### src/rtl/io_dma_arbiter_pkg.sv
// Shared definitions for the PS/2 / USB DMA arbiter: FSM encoding, mux source
// codes and the round-robin pick used at grant time.
package io_dma_arbiter_pkg;

  typedef enum logic [1:0] {
    StIdle   = 2'd0,
    StSettle = 2'd1,
    StXfer   = 2'd2,
    StAck    = 2'd3
  } arb_state_e;

  // Mux select codes; the I/O mux and its controllers decode the same values.
  localparam logic SRC_PS2 = 1'b1;
  localparam logic SRC_USB = 1'b0;

  // On a tie the source that was not served last wins.
  function automatic logic rr_pick(input logic req_ps2, input logic req_usb,
                                   input logic last_served);
    if (req_ps2 && req_usb) begin
      return ~last_served;
    end
    return req_ps2 ? SRC_PS2 : SRC_USB;
  endfunction

endpackage

### src/rtl/io_arb_cycle_counter.sv
// Up-counter with synchronous clear and a terminal-count flag; the count
// saturates at the terminal value so the flag stays asserted.
module io_arb_cycle_counter #(
  parameter int unsigned WIDTH = 8
) (
  input  logic             clk,
  input  logic             rst_n,
  input  logic             clear,
  input  logic             en,
  input  logic [WIDTH-1:0] tc_value,
  output logic [WIDTH-1:0] count,
  output logic             tc
);

  logic [WIDTH-1:0] count_q, count_d;

  always_comb begin
    count_d = count_q;
    if (clear) begin
      count_d = '0;
    end else if (en && !tc) begin
      count_d = count_q + 1'b1;
    end
  end

  always_ff @(posedge clk or negedge rst_n) begin
    if (!rst_n) begin
      count_q <= '0;
    end else begin
      count_q <= count_d;
    end
  end

  assign count = count_q;
  assign tc    = (count_q == tc_value);

endmodule

### src/rtl/io_dma_arbiter.sv
// Round-robin arbiter between the PS/2 and USB controllers for the shared DMA
// mux: grant, settle, DMA start/done handshake with timeout, acknowledge.
module io_dma_arbiter
  import io_dma_arbiter_pkg::*;
#(
  parameter int unsigned SETTLE_CYCLES  = 1,
  parameter int unsigned TIMEOUT_CYCLES = 1024,
  parameter int unsigned CNT_W          = 16
) (
  input  logic             clk,
  input  logic             rst_n,
  input  logic             req_ps2,
  input  logic             req_usb,
  input  logic             dma_ready,
  input  logic             dma_done,
  output logic             sel,
  output logic             dma_start,
  output logic             ack_ps2,
  output logic             ack_usb,
  output logic             busy,
  output logic             timeout_err,
  output logic [CNT_W-1:0] cnt_ps2,
  output logic [CNT_W-1:0] cnt_usb
);

  localparam int unsigned SettleW  = (SETTLE_CYCLES > 1) ? $clog2(SETTLE_CYCLES) : 1;
  localparam int unsigned TimeoutW = $clog2(TIMEOUT_CYCLES);
  localparam logic [SettleW-1:0]  SettleTc  = SettleW'(SETTLE_CYCLES - 1);
  localparam logic [TimeoutW-1:0] TimeoutTc = TimeoutW'(TIMEOUT_CYCLES - 1);

  arb_state_e state_q, state_d;
  logic sel_q, sel_d;
  logic last_q, last_d;
  logic busy_q, busy_d;
  logic start_q, start_d;
  logic ack_ps2_q, ack_ps2_d;
  logic ack_usb_q, ack_usb_d;
  logic tmo_q, tmo_d;
  logic [CNT_W-1:0] cnt_ps2_q, cnt_ps2_d;
  logic [CNT_W-1:0] cnt_usb_q, cnt_usb_d;

  logic settle_clr, settle_en, settle_tc;
  logic tmo_clr, tmo_en, tmo_tc;
  logic [SettleW-1:0]  settle_count;
  logic [TimeoutW-1:0] tmo_count;
  logic granted_req;

  io_arb_cycle_counter #(
    .WIDTH(SettleW)
  ) u_settle_cnt (
    .clk     (clk),
    .rst_n   (rst_n),
    .clear   (settle_clr),
    .en      (settle_en),
    .tc_value(SettleTc),
    .count   (settle_count),
    .tc      (settle_tc)
  );

  io_arb_cycle_counter #(
    .WIDTH(TimeoutW)
  ) u_timeout_cnt (
    .clk     (clk),
    .rst_n   (rst_n),
    .clear   (tmo_clr),
    .en      (tmo_en),
    .tc_value(TimeoutTc),
    .count   (tmo_count),
    .tc      (tmo_tc)
  );

  assign granted_req = (sel_q == SRC_PS2) ? req_ps2 : req_usb;

  always_comb begin
    state_d    = state_q;
    sel_d      = sel_q;
    last_d     = last_q;
    busy_d     = busy_q;
    start_d    = 1'b0;
    ack_ps2_d  = 1'b0;
    ack_usb_d  = 1'b0;
    tmo_d      = 1'b0;
    cnt_ps2_d  = cnt_ps2_q;
    cnt_usb_d  = cnt_usb_q;
    settle_clr = 1'b0;
    settle_en  = 1'b0;
    tmo_clr    = 1'b0;
    tmo_en     = 1'b0;

    unique case (state_q)
      StIdle: begin
        busy_d = 1'b0;
        if (req_ps2 || req_usb) begin
          sel_d      = rr_pick(req_ps2, req_usb, last_q);
          busy_d     = 1'b1;
          settle_clr = 1'b1;
          state_d    = StSettle;
        end
      end
      StSettle: begin
        settle_en = 1'b1;
        // A withdrawn request cancels the grant without touching fairness state.
        if (!granted_req) begin
          busy_d  = 1'b0;
          state_d = StIdle;
        end else if (settle_tc && dma_ready) begin
          start_d = 1'b1;
          tmo_clr = 1'b1;
          state_d = StXfer;
        end
      end
      StXfer: begin
        tmo_en = 1'b1;
        // dma_done coinciding with the start pulse belongs to no transfer.
        if (dma_done && !start_q) begin
          last_d  = sel_q;
          state_d = StAck;
          if (sel_q == SRC_PS2) begin
            ack_ps2_d = 1'b1;
            cnt_ps2_d = cnt_ps2_q + 1'b1;
          end else begin
            ack_usb_d = 1'b1;
            cnt_usb_d = cnt_usb_q + 1'b1;
          end
        end else if (tmo_tc) begin
          tmo_d   = 1'b1;
          busy_d  = 1'b0;
          last_d  = sel_q;
          state_d = StIdle;
        end
      end
      StAck: begin
        busy_d  = 1'b0;
        state_d = StIdle;
      end
      default: state_d = StIdle;
    endcase
  end

  always_ff @(posedge clk or negedge rst_n) begin
    if (!rst_n) begin
      state_q   <= StIdle;
      sel_q     <= SRC_USB;
      last_q    <= SRC_USB;
      busy_q    <= 1'b0;
      start_q   <= 1'b0;
      ack_ps2_q <= 1'b0;
      ack_usb_q <= 1'b0;
      tmo_q     <= 1'b0;
      cnt_ps2_q <= '0;
      cnt_usb_q <= '0;
    end else begin
      state_q   <= state_d;
      sel_q     <= sel_d;
      last_q    <= last_d;
      busy_q    <= busy_d;
      start_q   <= start_d;
      ack_ps2_q <= ack_ps2_d;
      ack_usb_q <= ack_usb_d;
      tmo_q     <= tmo_d;
      cnt_ps2_q <= cnt_ps2_d;
      cnt_usb_q <= cnt_usb_d;
    end
  end

  assign sel         = sel_q;
  assign dma_start   = start_q;
  assign ack_ps2     = ack_ps2_q;
  assign ack_usb     = ack_usb_q;
  assign busy        = busy_q;
  assign timeout_err = tmo_q;
  assign cnt_ps2     = cnt_ps2_q;
  assign cnt_usb     = cnt_usb_q;

endmodule

### config.mk
export PLATFORM = sky130hd
export DESIGN_NAME = io_dma_arbiter
export DESIGN_NICKNAME = d
export VERILOG_FILES = /design/src/rtl/io_dma_arbiter_pkg.sv /design/src/rtl/io_arb_cycle_counter.sv /design/src/rtl/io_dma_arbiter.sv
export SDC_FILE = /design/constraint.sdc
export NUM_CORES = 1
export LEC_CHECK = 0
export ABC_AREA = 0
export CORE_MARGIN = 2
export CORE_UTILIZATION = 50
export CTS_CLUSTER_SIZE = 40
export DETAILED_ROUTE_END_ITERATION = 8
export PLACE_DENSITY_LB_ADDON = 0.15
export RECOVER_POWER = 100
export SLEW_MARGIN = 20
export SYNTH_ARGS = -nofsm -noshare
export SYNTH_HDL_FRONTEND = slang
export SYNTH_SLANG_ARGS = --single-unit
### constraint.sdc
create_clock -name clk -period 1.8 [get_ports clk]
set_clock_uncertainty 0.05 [all_clocks]
set_input_delay 0.45 -clock clk [delete_from_list [all_inputs] [get_ports clk]]
set_output_delay 0.45 -clock clk [all_outputs]
set_load 0.02 [all_outputs]
Yosys cells after proc, flatten, opt, wreduce, memory -nomap -nowiden

Index checks and enable logic that the tools add are counted.

Memories: 0
RAM bits: 0
Bits in read-only memories: 0
Output and inout port bits: 38
Bits in latches: 0
Register bits after elaboration: 52
Word-level logic and storage cells: 86

Shift-type cells: 0
Bitwise operators: 3
Add/sub/neg operators: 4
Div/mod/pow operators: 0
Muxes and demuxes: 39
Order comparisons: 0
Reduce and logical (&&, ||, !) cells: 18
Multipliers: 0
Eq/ne operators: 10

Operators with widths:

| kind                                                   | count |
|---|---|
| adder 16 x 1 -> 16 bit (second input constant)         | 2 |
| 2-to-1 mux 1 bit                                       | 30 |
| 2-to-1 mux 10 bit                                      | 2 |
| AND reduction 3 bit                                    | 4 |
| adder 10 x 1 -> 10 bit (second input constant)         | 1 |
| == test 10 bit (second input constant)                 | 1 |
| 2-to-1 mux 2 bit                                       | 5 |
| case mux 2 bit (4 select lines)                        | 1 |
| inequality test 2 bit (second input constant)          | 3 |
| nonzero test 2 bit                                     | 3 |
| logical AND 1 bit                                      | 5 |
| == test 2 bit (second input constant)                  | 2 |
| case mux 1 bit (4 select lines)                        | 1 |
| AND reduction 2 bit                                    | 2 |
| inequality test 3 x 2 -> 1 bit (second input constant) | 1 |
| inequality test 3 bit (second input constant)          | 1 |
| NOT 1 bit                                              | 3 |
| == test 2 x 1 -> 1 bit (second input constant)         | 1 |
| zero test 1 bit                                        | 2 |
| zero test 2 bit                                        | 1 |
| inequality test 2 x 1 -> 1 bit (second input constant) | 1 |
| adder 1 bit (second input constant)                    | 1 |
| logical OR 1 bit                                       | 1 |

Logic depth before layout (Yosys ltp)

Gate-level depths: netlist (run 1).

Depth in word-level cells: 6
Mapped depth: 6
Depth with buffers taken out: 5

Hierarchy

Synthesis (run 1) repeated with hierarchy kept, for this count alone.

Cells, all modules: 236
Area, all modules: 2,547.4 um^2

Modules (own cells, without submodules):

| module                               | area each (um^2) | cells an instance | sequential area each (um^2) | instances |
|---|---|---|---|---|
| io_dma_arbiter                       | 1,831.8          | 161               | 1,026.0                     | 1 |
| io_arb_cycle_counter (u_timeout_cnt) | 668.1            | 71                | 250.2                       | 1 |
| io_arb_cycle_counter (u_settle_cnt)  | 47.5             | 4                 | 25.0                        | 1 |

Worst setup path before layout (run 1)

OpenSTA, ideal clock, no wires.

Kind: register to register
From: register u_timeout_cnt.count_q[0], in the netlist u_timeout_cnt.count[0]
To: register last_q
Setup slack: 146 ps
Stages on the path, launching flop included: 6
Arrival time: 1,479 ps
Path buffers: 0
Setup time: 125 ps
Clock period less this slack: 1,654 ps
Cell sequence: dfrtp_1 ha_1 and3_1 nand2_1 o21ai_0 mux2_2

Cells in the longest elaborated chain, start to end: 3

Ends and longest elaborated chain:

| what                                 | RTL line                   | text |
|---|---|---|
| start: declaration                   | io_arb_cycle_counter.sv:15 | `logic [WIDTH-1:0] count_q, count_d;` |
| start signal: assignment             | io_arb_cycle_counter.sv:30 | `count_q <= count_d;` |
| == test 10 bit                       | io_arb_cycle_counter.sv:35 | `assign tc = (count_q == tc_value);` |
| nonzero test 2 bit (no source line)  | -                          |  |
| AND reduction 2 bit (no source line) | -                          |  |
| end signal: assignment               | io_dma_arbiter.sv:155      | `last_q <= last_d;` |
| end: declaration                     | io_dma_arbiter.sv:33       | `logic last_q, last_d;` |

Every way passes these cells.
A chain may end at the register's enable or synchronous reset.

Final worst setup path (run 1)

From: input port dma_done
To: register cnt_ps2_q[12], in the netlist cnt_ps2[12]

Cells in the longest elaborated chain, start to end: 2

Ends and longest elaborated chain:

| what                                 | RTL line              | text |
|---|---|---|
| start: declaration                   | io_dma_arbiter.sv:15  | `input logic dma_done,` |
| logical AND 1 bit                    | io_dma_arbiter.sv:115 | `if (dma_done && !start_q) begin` |
| AND reduction 3 bit (no source line) | -                     |  |
| end signal: assignment               | io_dma_arbiter.sv:161 | `cnt_ps2_q <= cnt_ps2_d;` |
| end: declaration                     | io_dma_arbiter.sv:39  | `logic [CNT_W-1:0] cnt_ps2_q, cnt_ps2_d;` |

Every way passes these cells.

==> results of run 1 <==
registers in the layout (all words and copies together) (netlist names):
register and flops:
ack_ps2 1, timeout_err 1, last_q 1, busy 1, dma_start 1, u_settle_cnt.count 1
state_q 2, sel 1, u_timeout_cnt.count 10, cnt_ps2 16, ack_usb 1, cnt_usb 16
synth_stat cells (2+ instances only):
master,instances,share of area [%]
nor2_1,19,2.9
nor2b_1,3,0.75
xor2_1,11,3.9
nand4b_1,2,0.70
a211oi_1,2,0.60
xnor2_1,24,8.4
a2111oi_4,2,2.2
mux2i_1,2,0.80
nor4_4,3,2.6
dfrtp_1,52,52
nand2b_1,2,0.50
buf_6,2,0.90
nand2_1,19,2.9
o21ai_0,2,0.40
a21oi_1,4,0.80
nor3_1,6,1.2
and4_1,4,1.4
inv_1,5,0.75
mux2_2,3,1.4
a41oi_1,2,0.70
nand4_1,6,1.5
ha_1,3,1.5
buf_2,3,0.60
and3_1,4,1.0
nand3_1,14,2.8
nor4_2,2,1.0
power by group through the flow:
stage          sequential [mW]  clock [mW]  combinational [mW]
5_1_grt                   1.56       0.916                1.08
2_1_floorplan             1.62           0               0.526
4_1_cts                   1.53       0.878                1.02
3_5_place_dp              1.56           0                1.06
3_3_place_gp              1.55           0                1.04
6_report                  1.53       0.862               0.983
worst paths after layout:
check	startpoint	endpoint	slack [ns]	depth (start not counted)
max	dma_done	cnt_ps2[12]	-0.003	6
min	rst_n	cnt_ps2[13]	0.42	2
max reg2reg	u_timeout_cnt.count[0]	busy	0.15	7
min reg2reg	cnt_usb[15]	cnt_usb[15]	0.43	1
max in group asynchronous	rst_n	last_q	0.53	2
min in group clk	cnt_usb[15]	cnt_usb[15]	0.43	1
area by class of cell:
class / count / area [um2]
Fill cell: 389 / 1560
Inverter: 5 / 18.8
Multi-Input combinational cell: 154 / 1120
Sequential cell: 52 / 1300
Tap cell: 67 / 83.8
Clock buffer: 7 / 96.3
Clock inverter: 1 / 30.0
Timing Repair Buffer: 69 / 547
routing by layer:
metal | up-vias | share of wire (%) | GRT usage (%)
met5 | - | 0 | 0
met4 | 0 | 1.7 | 7.34
met3 | 9 | 4.3 | 3.35
met2 | 47 | 48 | 30.3
met1 | 863 | 46 | 25.2
li1 | 915 | - | -
metrics by stage:
step,area [um2],util (%),std cells,TNS [ns]
detailed placement,3160,66.6,346,-7.07
global placement,3160,66.6,346,-5.98
CTS,3250,68.4,354,0
global route,3200,67.3,355,-0.142
floorplan,2500,-,217,0
finish,3200,67.3,355,-0.00329
cell families after synthesis:
logic type | after synthesis | share of synthesized area, %
compound gates | 19 | 6.91
xor+xnor | 35 | 12.3
fa+ha+maj | 3 | 1.50
buf+inv | 11 | 2.45
flops | 52 | 52.1
mux | 5 | 2.15
simple gates | 92 | 22.6
what timing repair did:
item	4_1_cts	5_1_grt
cloned	0	0
endpoints found under the setup margin	32	24
pin swaps	0	5
buffers inserted	0	1
hold buffers	0	0
gates resized for setup	32	7
==> flow_metrics.env, run 1 <==
export IMPL_violations="setup timing"
export IMPL_worstSetupPathType="in2reg"
export IMPL_overflow=0
export IMPL_antennaDiodeCount=0
export IMPL_path_clk_slew_ns=0.09
export IMPL_cpMaxStageDelayCell="clkdlybuf4s50_1"
export IMPL_crit_fanout=8
export IMPL_drc=0
export IMPL_maxCapViolations=0
export IMPL_max_stage_delay_ns=0.50
export IMPL_area_growth_pct=28.1
export IMPL_antenna_found_initial=0
export IMPL_cts_root_buf="clkbuf_8"
export IMPL_setup_viol=1
export IMPL_gr_usage_all_layers_pct=18.7
export IMPL_cts_buffer_depth=2
export IMPL_ios=44
export IMPL_synth_edf_count=0
export IMPL_yosysSeqAreaShare_pct=52.1
export IMPL_period_share_pct=100
export IMPL_hpwl_mm=3.43
export IMPL_die_w_um=74.7
export IMPL_drive_above_1_share_pct=16.3
export IMPL_grt_max_degree=53
export IMPL_finalHoldViolations=0
export IMPL_crit_path_cell_trace="clkdlybuf4s50_1 -> nand4bb_1 -> buf_6 -> nor4_2 -> nand3_1 -> xnor2_1"
export IMPL_dp_slack_ns=-0.318
export IMPL_num_vias=1834
export IMPL_crit_arrival_ns=1.95
export IMPL_rsz0062_at_grt="true"
export IMPL_htree_num_levels=2
export IMPL_worstMarginPinSlew_ns=1.23
export IMPL_switching_share_pct=31.9
export IMPL_syn_area_um2=2500
export IMPL_place_congestion=0.847
export IMPL_grt_pass1_wl_mm=8.01
export IMPL_drv_slew=0
export IMPL_core_area_um2=4750
export IMPL_die_h_um=74.7
export IMPL_yosysWarnings=0
export IMPL_slew_headroom_pct=18.2
export IMPL_cts_num_sinks=52
export IMPL_p_seq_share_pct=45.4
export IMPL_clock_latency_ns=0.30
export IMPL_worst_setup_path_start_kind="input pin"
export IMPL_wl_mm=4.72
export IMPL_port_buffers=43
export IMPL_numCtsBuffers=5
export IMPL_layout_commonest_cell="dfrtp_1"
export IMPL_hp_class="in2async"
export IMPL_critPathCaptureType="register"
export IMPL_ant_nets=0
export IMPL_ys_types=42
export IMPL_whs_ns=0.425
export IMPL_grt_pass1_vias=1750
export IMPL_syn_avg_cell_area_um2=11.5
export IMPL_p_comb_share_pct=29.1
export IMPL_ys_flop_type="dfrtp_1"
export IMPL_setup_ws_ns=-0.00329
export IMPL_drtIter0Drc=48
export IMPL_nets=296
export IMPL_p_clk_share_pct=25.5
export IMPL_synth_nets=226
export IMPL_syn_inst=217
export IMPL_initial_core_util_pct=52.5
export IMPL_rows=25
export IMPL_dr_pass1_iters=4
export IMPL_finalPower_mw=3.38
export IMPL_p_per_area_nw_per_um2=1060
export IMPL_status="finished, violations left"
export IMPL_fmax_ghz=0.555
export IMPL_cts_tree="built"
export IMPL_yosys_register_bits=52
export IMPL_min_period_ns=1.80
export IMPL_vias_per_cell=5.17
export IMPL_crit_required_ns=1.94
export IMPL_intPower_mw=2.30
export IMPL_final_cell_mix="52 x dfrtp_1, 32 x dlygate4sd2_1, 24 x xnor2_1"
export IMPL_switching_power_mw=1.08
export IMPL_leakage_nw=1.61
export IMPL_critPathTopFamily="buffers and inverters"
export IMPL_die_area_um2=5580
export IMPL_max_vdd_ir_drop_uv=647
export IMPL_cp_buffers_inverters=2
export IMPL_wl_per_cell_um=13.3
export IMPL_synthArstFlopShare_pct=100
No activity file was read; power rests on OpenSTA's default activity.
==> run 2: changes to the inputs <==
--- a/config.mk
+++ b/config.mk
@@ -8,6 +8,7 @@
 export ABC_AREA = 0
 export CORE_MARGIN = 2
 export CORE_UTILIZATION = 50
+export CTS_CLUSTER_DIAMETER = 50
 export CTS_CLUSTER_SIZE = 40
 export DETAILED_ROUTE_END_ITERATION = 8
 export PLACE_DENSITY_LB_ADDON = 0.15
==> results of run 2 <==
No change in the layout: final DEF, timing and power equal those of run 1.
